$ cat config.mk
export PLATFORM = sky130hd
export DESIGN_NAME = round_sequencer
export DESIGN_NICKNAME = d
export VERILOG_FILES = /design/src/rtl/round_sequencer_pkg.sv /design/src/rtl/round_sequencer_lfsr16.sv /design/src/rtl/round_sequencer.sv
export SDC_FILE = /design/constraint.sdc
export NUM_CORES = 1
export LEC_CHECK = 0
export ABC_AREA = 0
export BUFFER_PORTS_ARGS = -buffer_cell sky130_fd_sc_hd__buf_2
export CORE_MARGIN = 2
export CORE_UTILIZATION = 50
export DETAILED_ROUTE_END_ITERATION = 16
export PLACE_DENSITY = 0.7
export SLEW_MARGIN = 20
export SYNTH_ARGS = -nofsm -noshare
export SYNTH_HDL_FRONTEND = slang
export SYNTH_HIERARCHICAL = 1
export SYNTH_SLANG_ARGS = --single-unit
$ cat constraint.sdc
create_clock -name Clk100M -period 3.35 [get_ports Clk100M]
set_clock_uncertainty 0.2 [all_clocks]
set_input_delay 0.335 -clock Clk100M [delete_from_list [all_inputs] [get_ports Clk100M]]
set_output_delay 0.335 -clock Clk100M [all_outputs]
set_load 0.03 [all_outputs]
$ cat src/rtl/round_sequencer_pkg.sv
// Shared definitions for the round sequencer: game state codes, LFSR seed, symbol width.
package round_sequencer_pkg;

  localparam int SYM_W = 4;
  localparam logic [15:0] LFSR_SEED = 16'hACE1;

  typedef enum logic [2:0] {
    ST_IDLE    = 3'd0,
    ST_PLAY    = 3'd1,
    ST_LEVELUP = 3'd2,
    ST_WIN     = 3'd3,
    ST_LOSE    = 3'd4
  } state_t;

endpackage

$ cat src/rtl/round_sequencer_lfsr16.sv
// 16-bit Galois LFSR (taps 16,14,13,11), advancing whenever enable is high.
module lfsr16
  import round_sequencer_pkg::*;
(
  input  logic        Clk100M,
  input  logic        Reset,
  input  logic        enable,
  output logic [15:0] value
);

  always_ff @(posedge Clk100M or posedge Reset) begin
    if (Reset) begin
      value <= LFSR_SEED;
    end else if (enable) begin
      value <= {1'b0, value[15:1]} ^ (value[0] ? 16'hB400 : 16'h0000);
    end
  end

endmodule

$ cat src/rtl/round_sequencer.sv
// Game round sequencer: paces symbols, tallies hits/misses, hands level advance
// to the level controller and reports win/loss.
module round_sequencer
  import round_sequencer_pkg::*;
#(
  parameter int HITS_PER_LEVEL = 8,
  parameter int LIVES          = 3
) (
  input  logic             Clk100M,
  input  logic             Reset,
  input  logic             start,
  input  logic             hit,
  input  logic             miss,
  input  logic             newLevel,
  input  logic             victory,
  input  logic [31:0]      symGenMax,
  output logic             incLevel,
  output logic             symValid,
  output logic [SYM_W-1:0] symbol,
  output logic [15:0]      score,
  output logic [1:0]       lives,
  output logic [2:0]       gameState
);

  localparam logic [1:0] LIVES_INIT  = 2'(LIVES);
  localparam logic [7:0] HITS_TARGET = 8'(HITS_PER_LEVEL);

  state_t           state, stateNext;
  logic [31:0]      divider, dividerNext;
  logic [7:0]       hitCnt, hitCntNext;
  logic [15:0]      scoreNext;
  logic [1:0]       livesNext;
  logic             incLevelNext, symValidNext;
  logic [SYM_W-1:0] symbolNext;
  logic [15:0]      lfsrValue;
  logic [31:0]      period;
  logic             divWrap;

  lfsr16 u_lfsr (
    .Clk100M (Clk100M),
    .Reset   (Reset),
    .enable  (1'b1),
    .value   (lfsrValue)
  );

  // ">=" rather than "==" so a period shrinking below the current count wraps at once.
  assign period    = (symGenMax == 32'd0) ? 32'd1 : symGenMax;
  assign divWrap   = (divider >= (period - 32'd1));
  assign gameState = state;

  always_ff @(posedge Clk100M or posedge Reset) begin
    if (Reset) begin
      state    <= ST_IDLE;
      divider  <= 32'd0;
      hitCnt   <= 8'd0;
      score    <= 16'd0;
      lives    <= LIVES_INIT;
      incLevel <= 1'b0;
      symValid <= 1'b0;
      symbol   <= 4'h1;
    end else begin
      state    <= stateNext;
      divider  <= dividerNext;
      hitCnt   <= hitCntNext;
      score    <= scoreNext;
      lives    <= livesNext;
      incLevel <= incLevelNext;
      symValid <= symValidNext;
      symbol   <= symbolNext;
    end
  end

  always_comb begin
    stateNext    = state;
    dividerNext  = divider;
    hitCntNext   = hitCnt;
    scoreNext    = score;
    livesNext    = lives;
    incLevelNext = 1'b0;
    symValidNext = 1'b0;
    symbolNext   = symbol;

    case (state)
      ST_IDLE: begin
        if (start) begin
          stateNext   = ST_PLAY;
          scoreNext   = 16'd0;
          hitCntNext  = 8'd0;
          dividerNext = 32'd0;
          livesNext   = LIVES_INIT;
        end
      end

      ST_PLAY: begin
        dividerNext = divWrap ? 32'd0 : divider + 32'd1;
        if (miss) begin
          if (lives <= 2'd1) begin
            livesNext = 2'd0;
            stateNext = ST_LOSE;
          end else begin
            livesNext = lives - 2'd1;
          end
        end else if (hit) begin
          if (score != 16'hFFFF) scoreNext = score + 16'd1;
          if (hitCnt + 8'd1 == HITS_TARGET) begin
            hitCntNext   = 8'd0;
            incLevelNext = 1'b1;
            stateNext    = ST_LEVELUP;
          end else begin
            hitCntNext = hitCnt + 8'd1;
          end
        end
        // No symbol is presented on the cycle the round is left.
        if (divWrap && stateNext == ST_PLAY) begin
          symValidNext = 1'b1;
          symbolNext   = (lfsrValue[3:0] == 4'h0) ? 4'hF : lfsrValue[3:0];
        end
      end

      ST_LEVELUP: begin
        // The controller's answer is only trusted once incLevel has been seen.
        if (!incLevel) begin
          if (victory) begin
            stateNext = ST_WIN;
          end else if (newLevel) begin
            stateNext   = ST_PLAY;
            dividerNext = 32'd0;
          end
        end
      end

      ST_WIN, ST_LOSE: begin
        if (start) stateNext = ST_IDLE;
      end

      default: stateNext = ST_IDLE;
    endcase
  end

endmodule

# After elaboration in Yosys (flattened, before gate mapping)
# Index checks and enable logic that the tools add are counted.
# totals
input_bits	39
out_inout_bits	27
wordCells	87
regBits	83
# op_classes
n_addsub	5
n_mux	40
n_lt_le_gt_ge	2
reduce_logical	13
n_eq_ne	17
bitwise	1
# ops
operator	count
32-bit 2-to-1 mux	6
32-bit case mux with 3 select lines	1
16-bit 2-to-1 mux	5
32-bit by 1-bit adder with 32-bit output, second input constant	1
32-bit greater-or-equal comparator	1
32-bit zero test	1
8-bit 2-to-1 mux	4
16-bit case mux with 2 select lines	1
32-bit by 1-bit subtractor with 32-bit output, second input constant	1
3-bit 2-to-1 mux	10
2-bit inequality test, second input constant	9
16-bit by 1-bit adder with 16-bit output, second input constant	1
16-bit inequality test, second input constant	1
8-bit case mux with 2 select lines	1
15-bit by 16-bit XOR with 16-bit output	1
3-bit case mux with 4 select lines	1
5-bit AND reduction	2
8-bit by 1-bit adder with 8-bit output, second input constant	1
8-bit by 4-bit == test with 1-bit output, second input constant	1
4-bit AND reduction	2
3-bit by 1-bit == test with 1-bit output, second input constant	2
3-bit by 2-bit == test with 1-bit output, second input constant	2
1-bit 2-to-1 mux	6
2-bit 2-to-1 mux	3
other kinds (14)	14

# Depth between registers and ports, before layout
# Gate-level depths: netlist of the first run.
# depth
ltp_word	10
depth_mapped	20
mapped_depth_nobuf	19

# Hierarchy
# The synthesis of the first run kept the hierarchy.
# by_module_without_submodules
mod	seq_area_each_um2	cells_per_inst	area_per_inst_um2	instances
round_sequencer	1680.4	571	4799.6	1
lfsr16	410.4	41	659.4	1

# Worst setup path before layout of the first run
# Ideal clock, no wire load.
# synth_timing
path_type	input port to flip-flop
from	input symGenMax[22]
to	register divider[2]
n_path_buf	1
required_time_ps	3032
setup_slack_ps	-1489
path_stages	19
arrival_ps	4521
setup_ps	118
path_cell_list	or4_2 -> nor4_1 -> nand2_1 -> nor4_1 -> nor2_1 -> ha_1 -> nand2_1 -> nor2_1 -> nand2_1 -> nor2_1 -> xnor2_1 -> ha_1 -> nand4_1 -> nor4_1 -> o211ai_1 -> o211ai_1 -> clkbuf_1 -> o21ai_0 -> a21o_1
# synth_via
elab_chain_cells	6
# synth_rtl
item	line_no	text
start: declaration	round_sequencer.sv:16	input logic [31:0] symGenMax,
32-bit zero test	round_sequencer.sv:47	assign period = (symGenMax == 32'd0) ? 32'd1 : symGenMax;
32-bit 2-to-1 mux *	round_sequencer.sv:47	
32-bit by 1-bit subtractor with 32-bit output *	round_sequencer.sv:48	assign divWrap = (divider >= (period - 32'd1));
32-bit greater-or-equal comparator *	round_sequencer.sv:48	
32-bit 2-to-1 mux *	round_sequencer.sv:95	dividerNext = divWrap ? 32'd0 : divider + 32'd1;
32-bit case mux with 3 select lines *	round_sequencer.sv:83	case (state)
end signal: assignment	round_sequencer.sv:63	divider <= dividerNext;
end: declaration	round_sequencer.sv:29	logic [31:0] divider, dividerNext;
# Every way passes the cells marked *; elsewhere a longest branch is shown, timed or not.
# A chain may end at the register's enable or synchronous reset.

# Final worst setup path of the first run
# layout_timing
from	input symGenMax[22]
to	register divider[7]
# Same word-level chain as after synthesis.

==> run_results.csv, run 1 <==
group,metric,value,unit
power_and_ir_drop,ir_drop,0.382,mV
timing,hold_slack,126,ps
floorplanning,core,10700,um2
placement,post_dp_cell_area,6490,um2
floorplanning,io_pins,66,
grt,grt_pass1_vias,4717,
timing,period_needed,4130,ps
grt,grt_use_total,22.0,%
finish,multiInputGateArea,3450,um2
critical_path,cp.arrival,4200,ps
logic_synthesis,synth_seq_cells,83,
drt,ant_nets,0,
logic_synthesis,synth_cell_types,61,
floorplanning,fp.dieW,108,um
logic_synthesis,seq_area_frac_synth,38.3,%
finish,area_growth,30.3,%
logic_synthesis,syn_inst,612,
placement,io_buffer_count,65,
logic_synthesis,synth_nets,687,
timing,relSlewSlack,41.5,%
timing,tightest_slew,876,ps
critical_path,cp_data_required_time,3430,ps
grt,grt_max_degree,53,
floorplanning,rows,38,
status,failed_checks,"setup timing",
timing,maxSlewViolCount,0,
critical_path,end_kind,"register",
cts,cts_buffers,9,
drt,drc,0,
logic_synthesis,synth_area,5460,um2
timing,fmax,242,MHz
placement,post-dp-hpwl,9560,um
drt,vias,5084,
drt,via_per_inst,5.60,
floorplanning,die_y,108,um
cts,cts_tree,"yes",
grt,overflow,0,
finish,final_area,7110,um2
critical_path,crit_path_max_fanout,7,
logic_synthesis,ys.flop_type,"dfrtp_1",
finish,diodes,0,
power_and_ir_drop,pwr_density_cell,517,nW/um2
placement,pre_cts_ws,-1580,ps
drt,wirelength,13200,um
drt,wl_per_cell,14.6,um
drt,first_pass_iters,4,
power_and_ir_drop,leakage,3.26,nW
floorplanning,start_util,50.8,%
cts,cts.sinks,83,
finish,fillers,875,
cts,cts_root_buffer,"clkbuf_8",
status,status,"complete, but fails checks",
logic_synthesis,synthArstFlopShare,100,%
run,drv_cap,0,
placement,place_congestion,0.841,
min_path,hp-class,"in2reg",
logic_synthesis,yosys_warnings,6,
grt,antenna_found_initial,0,
cts,insertion_delay,350,ps
critical_path,critPathLaunchType,"input pin",
floorplanning,dieArea,11800,um2
finish,regArea,2090,um2
cts,h-tree-depth,3,
finish,nNetsFinal,838,
finish,drive_above_1_share,32.2,%
timing,rsz0062_at_grt,"true",
timing,setup_viol,37,
cts,cts.clk_slew.worst_paths,80,ps
grt,grt_pass1_wl,21000,um
logic_synthesis,syn_avg_cell_area,8.92,um2
timing,final.period_utilization,123,%
cts,clock_path_buffers,2,
timing,fin_ws,-778,ps
critical_path,path_class,"in2reg",
timing,tns,-24780,ps
drt,initialDrtViolationCount,261,
timing,hold_viol_final,0,
logic_synthesis,synth_edf_count,0,
critical_path,r2r_setup_slack,240,ps
[critical path, stage by stage]
cell	delay, ps
buf_6	90
or4_4	560
nor4_4	280
nand2_2	110
nor4_4	210
buf_4	160
buf_4	90
buf_4	90
buf_4	90
buf_4	90
buf_4	90
buf_4	100
nor4_2	40
xnor2_1	120
ha_1	310
a21oi_2	140
o21ai_2	60
buf_4	140
a211oi_4	240
o211ai_1	140
buf_4	190
buf_6	140
or3_1	300
o21ai_1	80
[stage by stage]
step                total power, W  util (%)  instances
floorplan                  0.00214         -        612
global placement           0.00250      60.4        872
detailed placement         0.00255      60.4        872
CTS                        0.00355      64.3        900
global route               0.00390      66.2        908
finish                     0.00368      66.2        908
[where the power goes]
part	switching (W)	total [W]	leakage, nW	internal (W)
registers	0.000183	0.00139	1.07	0.00121
clock network	0.000366	0.000906	0.130	0.000540
logic	0.000744	0.00138	2.05	0.000632
[cells in the final DEF (no fill, tap or decap), types with 23 or more instances in the layout]
| cell type | netlist | routed |
|---|---|---|
| a21oi_1 | 40 | 34 |
| nand3_1 | 26 | 23 |
| xnor2_1 | 33 | 33 |
| buf_4 | 0 | 80 |
| nor2_1 | 75 | 70 |
| ha_1 | 36 | 35 |
| dfrtp_1 | 72 | 72 |
| buf_2 | 0 | 63 |
| xor2_1 | 24 | 24 |
| nand2_1 | 59 | 55 |
[synthesized netlist by cell type (2+ instances only)]
master,n,area [um2]
nor2_1,75,282
dfrtp_1,72,1800
nand2_1,59,221
a21oi_1,40,200
o21ai_0,37,185
ha_1,36,450
xnor2_1,33,289
nand3_1,26,130
nor3_1,24,120
xor2_1,24,210
inv_1,21,78.8
nand4_1,19,119
nor4_1,14,87.6
or3_1,12,75.1
and3_1,11,68.8
dfstp_2,11,289
clkbuf_1,10,37.5
mux2_2,9,101
mux2i_1,5,50.1
o31ai_1,5,37.5
a21o_1,4,30.0
and2_1,4,25.0
and4_1,4,35.0
mux2_4,4,60.1
nand2b_1,4,25.0
nor2b_1,4,25.0
a22o_1,3,26.3
o311ai_0,3,26.3
or2_2,3,18.8
a2111o_1,2,22.5
a211oi_1,2,15.0
nand3b_1,2,15.0
o211ai_1,2,15.0
[registers in the layout, summed over array words and instances (netlist names)]
name,count
score,16
divider,32
symbol,4
gameState,3
symValid,1
hitCnt,8
lives,2
u_lfsr/value,16
incLevel,1
[metal layers]
metal,global-route usage (%),routed length [um],part of all wire [%]
met5,0,0,0
met4,6.14,204,1.5
met3,4.46,506,3.8
met2,38.0,6850,52
met1,27.9,5680,43
[cell type report]
type | instances | share of cell area [%]
Sequential cell | 83 | 29.4
Timing Repair Buffer | 153 | 14.9
Clock buffer | 11 | 2.13
Inverter | 21 | 1.13
Clock inverter | 5 | 1.51
Tap cell | 140 | 2.46
Multi-Input combinational cell | 495 | 48.5
[cell families (layout without fill, tap and decap cells)]
| kind of cell | count (synthesis) | after routing | synth area share (%) |
|---|---|---|---|
| and+or+nand+nor | 275 | 275 | 25.8 |
| AOI/OAI and AO/OA | 108 | 108 | 11.8 |
| DFF | 83 | 83 | 38.3 |
| xor gates and xnor gates | 57 | 57 | 9.15 |
| adders and majority gates | 36 | 36 | 8.25 |
| buffers and inverters | 34 | 190 | 2.77 |
| muxes | 18 | 18 | 3.87 |
| other | 1 | 1 | 0.0687 |
[final timing paths]
check	from	endpoint	cells after the start
worst max-delay path	symGenMax[22]	divider[7]	24
worst min-delay path	start	lives[1]	3
worst max register to register	divider[0]	divider[24]	8
worst min register to register	hitCnt[7]	hitCnt[7]	1
max in group asynchronous	Reset	divider[8]	4
min in group asynchronous	Reset	u_lfsr/value[8]	3
[repair_timing]
action,in CTS,in global routing
gates cloned,0,1
endpoints found under the setup margin,37,37
resized for setup,27,29
hold buffers,1,0
pin swaps,17,6
setup buffers,12,8
endpoints found under the hold margin,8,0
(Power assumes the default switching activity.)
==> run 2, diff against run 1 <==
Settings changed: CORE_MARGIN 2 to default.
==> run 2 against run 1 <==
  * The run still ends with setup timing left
  * Via count down 2.1%
  * Count of clock-buffer cells in the layout unchanged
  * First-iteration DRC count up 41%
  * Critical path type unchanged
  * Total power down 7.5%
  * Hold slack worse by 9.3 ps
  * Routed wire length down 4.4%
  * Core utilization down 0.49 points
  * Sequential power about the same
  * Final area down 3.4%
  * Die area down 3.7%
==> run_results.csv, run 2 (synthesized netlist as in run 1, its figures left out) <==
group,metric,value,unit
status,status,"complete, but fails checks",
status,failed_checks,"setup timing",
grt,overflow,0,
timing,fin_ws,-836,ps
timing,period_needed,4190,ps
critical_path,cpPeakStageDelay,550,ps
grt,grt_max_degree,68,
placement,post-dp-hpwl,9380,um
floorplanning,core,10500,um2
finish,fillers,865,
power_and_ir_drop,ir_drop,0.432,mV
placement,place_congestion,0.859,
cts,h-tree-depth,3,
grt,grt_use_total,22.6,%
finish,top_regs,"divider: 32 flops, score: 16 flops, u_lfsr/value: 16 flops",
drt,initialDrtViolationCount,367,
timing,tightest_slew,829,ps
placement,dp.cells,869,
floorplanning,rows,37,
critical_path,cp_data_required_time,3390,ps
finish,regArea,2090,um2
cts,cts_buffers,9,
timing,final.period_utilization,125,%
drt,wl_met1,5710,um
drt,ant_nets,0,
critical_path,cp.arrival,4230,ps
critical_path,critPathTopFamily,"simple AND/OR/NAND/NOR gates",
drt,wirelength,12700,um
power_and_ir_drop,total_power,0.00340,W
timing,relSlewSlack,44.7,%
floorplanning,io_pins,66,
finish,area_growth,25.9,%
power_and_ir_drop,power.share.combinational,36.1,%
timing,fmax,239,MHz
run,drv_cap,0,
drt,first_pass_iters,4,
power_and_ir_drop,pwr_density_cell,495,nW/um2
power_and_ir_drop,leakage,3.15,nW
drt,wl_per_cell,14.1,um
grt,antenna_found_initial,0,
timing,setup_viol,37,
cts,cts.clk_slew.worst_paths,80,ps
critical_path,crit_chain,"buf_6, or4_4, nor4_4, nand2_2, nor4_4, nor2_2, ha_2, nand2_4, nor2_4, nand2_4, nor2_2, xnor2_1, ha_1, nand4_1, nor4_4, o211ai_1, o211ai_1, buf_6, buf_6, nor3b_2, a21o_1",
critical_path,crit_buf_inv,3,
placement,io_buffer_count,65,
finish,largest_reg_flops,32,
grt,grt_pass1_vias,4703,
floorplanning,dieArea,11300,um2
drt,top_layer,"met4",
timing,hold_viol_final,0,
finish,most-common-layout-cells,"buf_4, dfrtp_1, nor2_1",
power_and_ir_drop,seqPwrFrac,40.6,%
cts,cts_root_buffer,"clkbuf_8",
finish,largest_register,"divider",
critical_path,crit_path_max_fanout,5,
drt,routed-wl-met2,6340,um
cts,insertion_delay,350,ps
timing,maxSlewViolCount,0,
finish,nNetsFinal,829,
cts,cts.sinks,83,
floorplanning,die_y,106,um
finish,drive_above_1_share,29.0,%
critical_path,end_kind,"register",
finish,finalNonFillerCells,895,
critical_path,critPathLaunchType,"input pin",
cts,cts_tree,"yes",
power_and_ir_drop,switching_share,35.8,%
drt,route.met3.wl,483,um
finish,diodes,0,
floorplanning,start_util,52.2,%
floorplanning,fp.dieW,106,um
power_and_ir_drop,p_clk_share,23.3,%
power_and_ir_drop,intPower,0.00218,W
cts,clock_path_buffers,2,
drt,vias,4978,
min_path,hp-class,"in2reg",
critical_path,crit_slowest_cell,"or4_4",
drt,drc,0,
finish,multiInputGateArea,3360,um2
timing,rsz0062_at_grt,"true",
drt,via_per_inst,5.56,
power_and_ir_drop,p_switching,0.00122,W
grt,grt_pass1_wl,21000,um
critical_path,path_class,"in2reg",
## run 2: cell count changes in the layout (fill, tap and decap cells not counted), sizes merged
cell	change
buf	-8
clkinvlp	+1
bufinv	-1
clkbuf	-1
## run 2: worst min-delay path, cell delays in order
cell     delay, ps
buf_2          150
a21oi_1        130
a21oi_1         50
## run 2: area by class of cell
| class | instances | area share [%] |
|---|---|---|
| clock buffer | 11 | 2.06 |
| multi-input combinational | 495 | 48.9 |
| inverter | 21 | 1.15 |
| tap | 136 | 2.48 |
| sequential | 83 | 30.4 |
| clock inverter | 5 | 1.13 |
| timing repair buffer | 144 | 13.9 |
## run 2: timing repair
| action | CTS | global route |
|---|---|---|
| setup buffers | 5 | 3 |
| hold buffers | 1 | 0 |
| pin swaps | 23 | 14 |
| hold endpoints to repair | 8 | 0 |
| cloned | 2 | 0 |
| setup endpoints to repair | 37 | 37 |
| resized for setup | 17 | 19 |
## run 2: path summary, 6_finish.rpt
kind	start	to	slack, ps	depth (start not counted)
max	symGenMax[25]	divider[2]	-840	21
min	start	lives[1]	120	3
max reg2reg	divider[0]	divider[28]	430	8
min reg2reg	symbol[0]	symbol[0]	270	2
max in group asynchronous	Reset	divider[31]	1810	4
min in group asynchronous	Reset	u_lfsr/value[12]	420	3
## run 2: power groups by stage
stage	Sequential, W	Combinational [W]	Clock [W]
after floorplan	0.00144	0.000699	0
after global placement	0.00139	0.00112	0
after detailed placement	0.00140	0.00116	0
after CTS	0.00138	0.00122	0.000813
after global routing	0.00141	0.00134	0.000847
final	0.00138	0.00123	0.000793
## run 2: through the flow
stage | area, um2 | setup slack (ps) | setup TNS [ps] | util (%) | hold WS, ps
6_report | 6870 | -836 | -27200 | 65.7 | 117
5_1_grt | 6870 | -1040 | -34930 | 65.7 | 148
4_1_cts | 6780 | -809 | -26650 | 64.8 | 95.5
3_5_place_dp | 6480 | -1350 | -44250 | 61.9 | 237
3_3_place_gp | 6480 | -1190 | -39610 | 61.9 | 227
2_1_floorplan | 5550 | -1070 | -34440 | - | 43.0
## run 2: layer usage
metal  vias to the layer above  global-route usage, %
met5                         -                      0
met4                         0                   4.99
met3                        14                   4.78
met2                        92                   39.3
met1                      2386                   28.8
li1                       2486                      -
==> run 3, diff against run 2 <==
Settings changed: ABC_AREA 0 to 1, CORE_UTILIZATION 50 to 35, PLACE_DENSITY 0.7 to default, SYNTH_HIERARCHICAL 1 to default.
==> run 3 against run 2 <==
  * Count of clock-buffer cells in the layout shrank 1
  * Synthesized area up 18%
  * Critical endpoint is now divider[15]
  * Core utilization is 22 points lower
  * Clock power grew 24%
  * Sequential cell count did not move
  * Global-route usage down 3.5 points
  * Hold slack better by 14 ps
  * Die area grew 67%
  * The run now ends clean
  * Sequential power up 15%
==> run_results.csv, run 3 <==
group,metric,value,unit
critical_path,r2r_setup_slack,1020,ps
min_path,min-delay-start,"miss",
drt,initialDrtViolationCount,316,
grt,grt_pass1_wl,27900,um
timing,tightest_slew,526,ps
drt,ant_nets,0,
logic_synthesis,yosys_warnings,0,
grt,antenna_found_initial,0,
logic_synthesis,syn_inst,938,
timing,tns,0,ps
finish,fillers,1850,
critical_path,path_class,"in2reg",
drt,wirelength,17200,um
logic_synthesis,post-synth-top-area-fraction,28.0,%
placement,post_dp_cell_area,7470,um2
critical_path,crit_buf_inv,5,
floorplanning,die_y,137,um
min_path,whs_endpoint,"incLevel",
critical_path,cpPeakStageDelay,280,ps
floorplanning,core,18000,um2
critical_path,reg2reg_depth,9,
drt,via_per_inst,4.83,
logic_synthesis,synth_cell_types,36,
grt,grt_use_total,19.1,%
logic_synthesis,seq_area_frac_synth,32.5,%
finish,multiInputGateArea,3860,um2
finish,most-common-layout-cells,"nand2_1, nor2_1, inv_1",
min_path,hold_path_depth,4,
power_and_ir_drop,ir_drop,0.414,mV
floorplanning,start_util,35.8,%
finish,utilization,44.1,%
min_path,hp-class,"in2reg",
critical_path,critPathLaunchType,"input pin",
placement,dp.cells,1285,
grt,grt_max_degree,34,
power_and_ir_drop,pwr_density_cell,596,nW/um2
logic_synthesis,syn_avg_cell_area,6.85,um2
cts,cts_root_buffer,"clkbuf_16",
floorplanning,fp.dieW,137,um
logic_synthesis,synth_nets,1013,
status,status,"complete, no violations",
logic_synthesis,synth_seq_cells,83,
drt,drc,0,
cts,clock_path_buffers,2,
finish,diodes,0,
timing,fmax,315,MHz
finish,final_common_cell,"nand2_1",
timing,maxSlewViolCount,0,
critical_path,worstReg2RegStart,"gameState[1]",
logic_synthesis,synth_most_common_cell,"nand2_1",
floorplanning,io_pins,66,
grt,overflow,0,
drt,wl_per_cell,13.2,um
timing,final.period_utilization,94.8,%
cts,cts_buffers,9,
logic_synthesis,synthArstFlopShare,100,%
critical_path,critPathTopFamily,"simple AND/OR/NAND/NOR gates",
finish,regArea,2090,um2
finish,final_area,7930,um2
critical_path,crit_chain,"buf_2, nor2_1, nand2_1, nor2_2, nand4_1, nand2_1, inv_2, ha_4, nand2_2, nor2_4, nand2_4, nor2_4, buf_4, xor2_1, ha_1, nand2_1, nor2_2, nand4_1, nor2_4, nand3b_4, nand4_1, buf_6, clkbuf_16, o21bai_1",
cts,cts.clk_slew.worst_paths,70,ps
finish,finalNonFillerCells,1308,
placement,io_buffer_count,65,
finish,nNetsFinal,1149,
timing,setup_viol,0,
logic_synthesis,synth_edf_count,0,
critical_path,crit_cells,24,
logic_synthesis,synth_area,6420,um2
logic_synthesis,ys.flop_type,"dfrtp_1",
finish,drive_above_1_share,20.4,%
timing,hold_viol_final,0,
finish,largest_register,"divider",
logic_synthesis,synth_largest_area_cell,"dfrtp_1",
timing,relSlewSlack,64.9,%
floorplanning,dieArea,18900,um2
power_and_ir_drop,leakage,3.86,nW
critical_path,cp.arrival,3210,ps
critical_path,r2r_end,"divider[19]",
drt,first_pass_iters,5,
critical_path,crit_slowest_cell,"ha_1",
critical_path,cp_data_required_time,3380,ps
power_and_ir_drop,total_power,0.00473,W
drt,vias,6313,
critical_path,end_kind,"register",
cts,h-tree-depth,3,
cts,cts.sinks,83,
floorplanning,rows,49,
logic_synthesis,synth.top_cells.by_count,"nand2_1, nor2_1, inv_1, dfrtp_1, nand3_1",
logic_synthesis,synthTopCellsByArea,"dfrtp_1, nand2_1, nor2_1",
grt,grt_pass1_vias,5663,
finish,area_growth,23.4,%
placement,place_congestion,0.891,
cts,cts_tree,"yes",
placement,post-dp-hpwl,13300,um
finish,top_regs,"divider: 32 flops, score: 16 flops, u_lfsr.value: 16 flops",
timing,period_needed,3180,ps
run,drv_cap,0,
critical_path,crit_path_max_fanout,5,
cts,insertion_delay,350,ps
finish,largest_reg_flops,32,
[run 3: repair_timing]
action                                  4_1_cts  5_1_grt
endpoints found under the setup margin        0       37
gates resized for setup                       0       26
hold buffers                                  1        0
endpoints found under the hold margin        24        0
setup buffers                                 0        5
[run 3: worst max path at each step]
| stage | from | to | slack, ps |
|---|---|---|---|
| final | symGenMax[28] | divider[15] | 170 |
| after global routing | symGenMax[27] | divider[15] | -40 |
| after CTS | symGenMax[26] | symbol[3] | 160 |
| after detailed placement | symGenMax[28] | symbol[3] | -200 |
| after global placement | symGenMax[28] | symbol[2] | -130 |
| after floorplan | symGenMax[10] | divider[4] | 7 |
[run 3: where the power goes]
group          leakage, nW  switching (W)  internal (W)
clock network        0.146       0.000449      0.000539
logic                 2.62        0.00136      0.000784
registers             1.10       0.000342       0.00125
total                 3.86        0.00215       0.00257
[run 3: worst min-delay path, stage by stage]
cell and delay [ps]:
buf_2 120, nor2_1 50, nand3_1 80, nor2_1 50
[run 3: layer usage]
metal / global-route usage, % / up-vias / routed length (um)
li1: - / 3279 / -
met1: 26.4 / 2872 / 8330
met2: 30.3 / 144 / 7920
met3: 3.24 / 18 / 777
met4: 5.31 / 0 / 208
met5: 0 / - / 0
[run 3: area by class of cell]
class / instances / area share [%]
Multi-Input combinational cell: 714 / 48.7
Sequential cell: 83 / 26.4
Timing Repair Buffer: 138 / 11.5
Inverter: 128 / 6.08
Tap cell: 229 / 3.61
Clock buffer: 10 / 3.01
Clock inverter: 6 / 0.695
[run 3: logic make-up (layout without fill, tap and decap cells)]
logic type	Yosys count	after routing	synth area share, %
AOI/OAI and AO/OA	92	92	9.56
xor gates and xnor gates	44	44	6.00
adders and majority gates	36	36	7.01
and+or+nand+nor	542	542	35.9
buffers and inverters	141	282	9.00
DFF	83	83	32.5
[run 3: metrics by stage]
step | hold WS (ps) | setup slack (ps)
2_1_floorplan | 131 | 6.51
3_3_place_gp | 136 | -128
3_5_place_dp | 139 | -201
4_1_cts | 116 | 163
5_1_grt | 131 | -39.8
6_report | 131 | 173
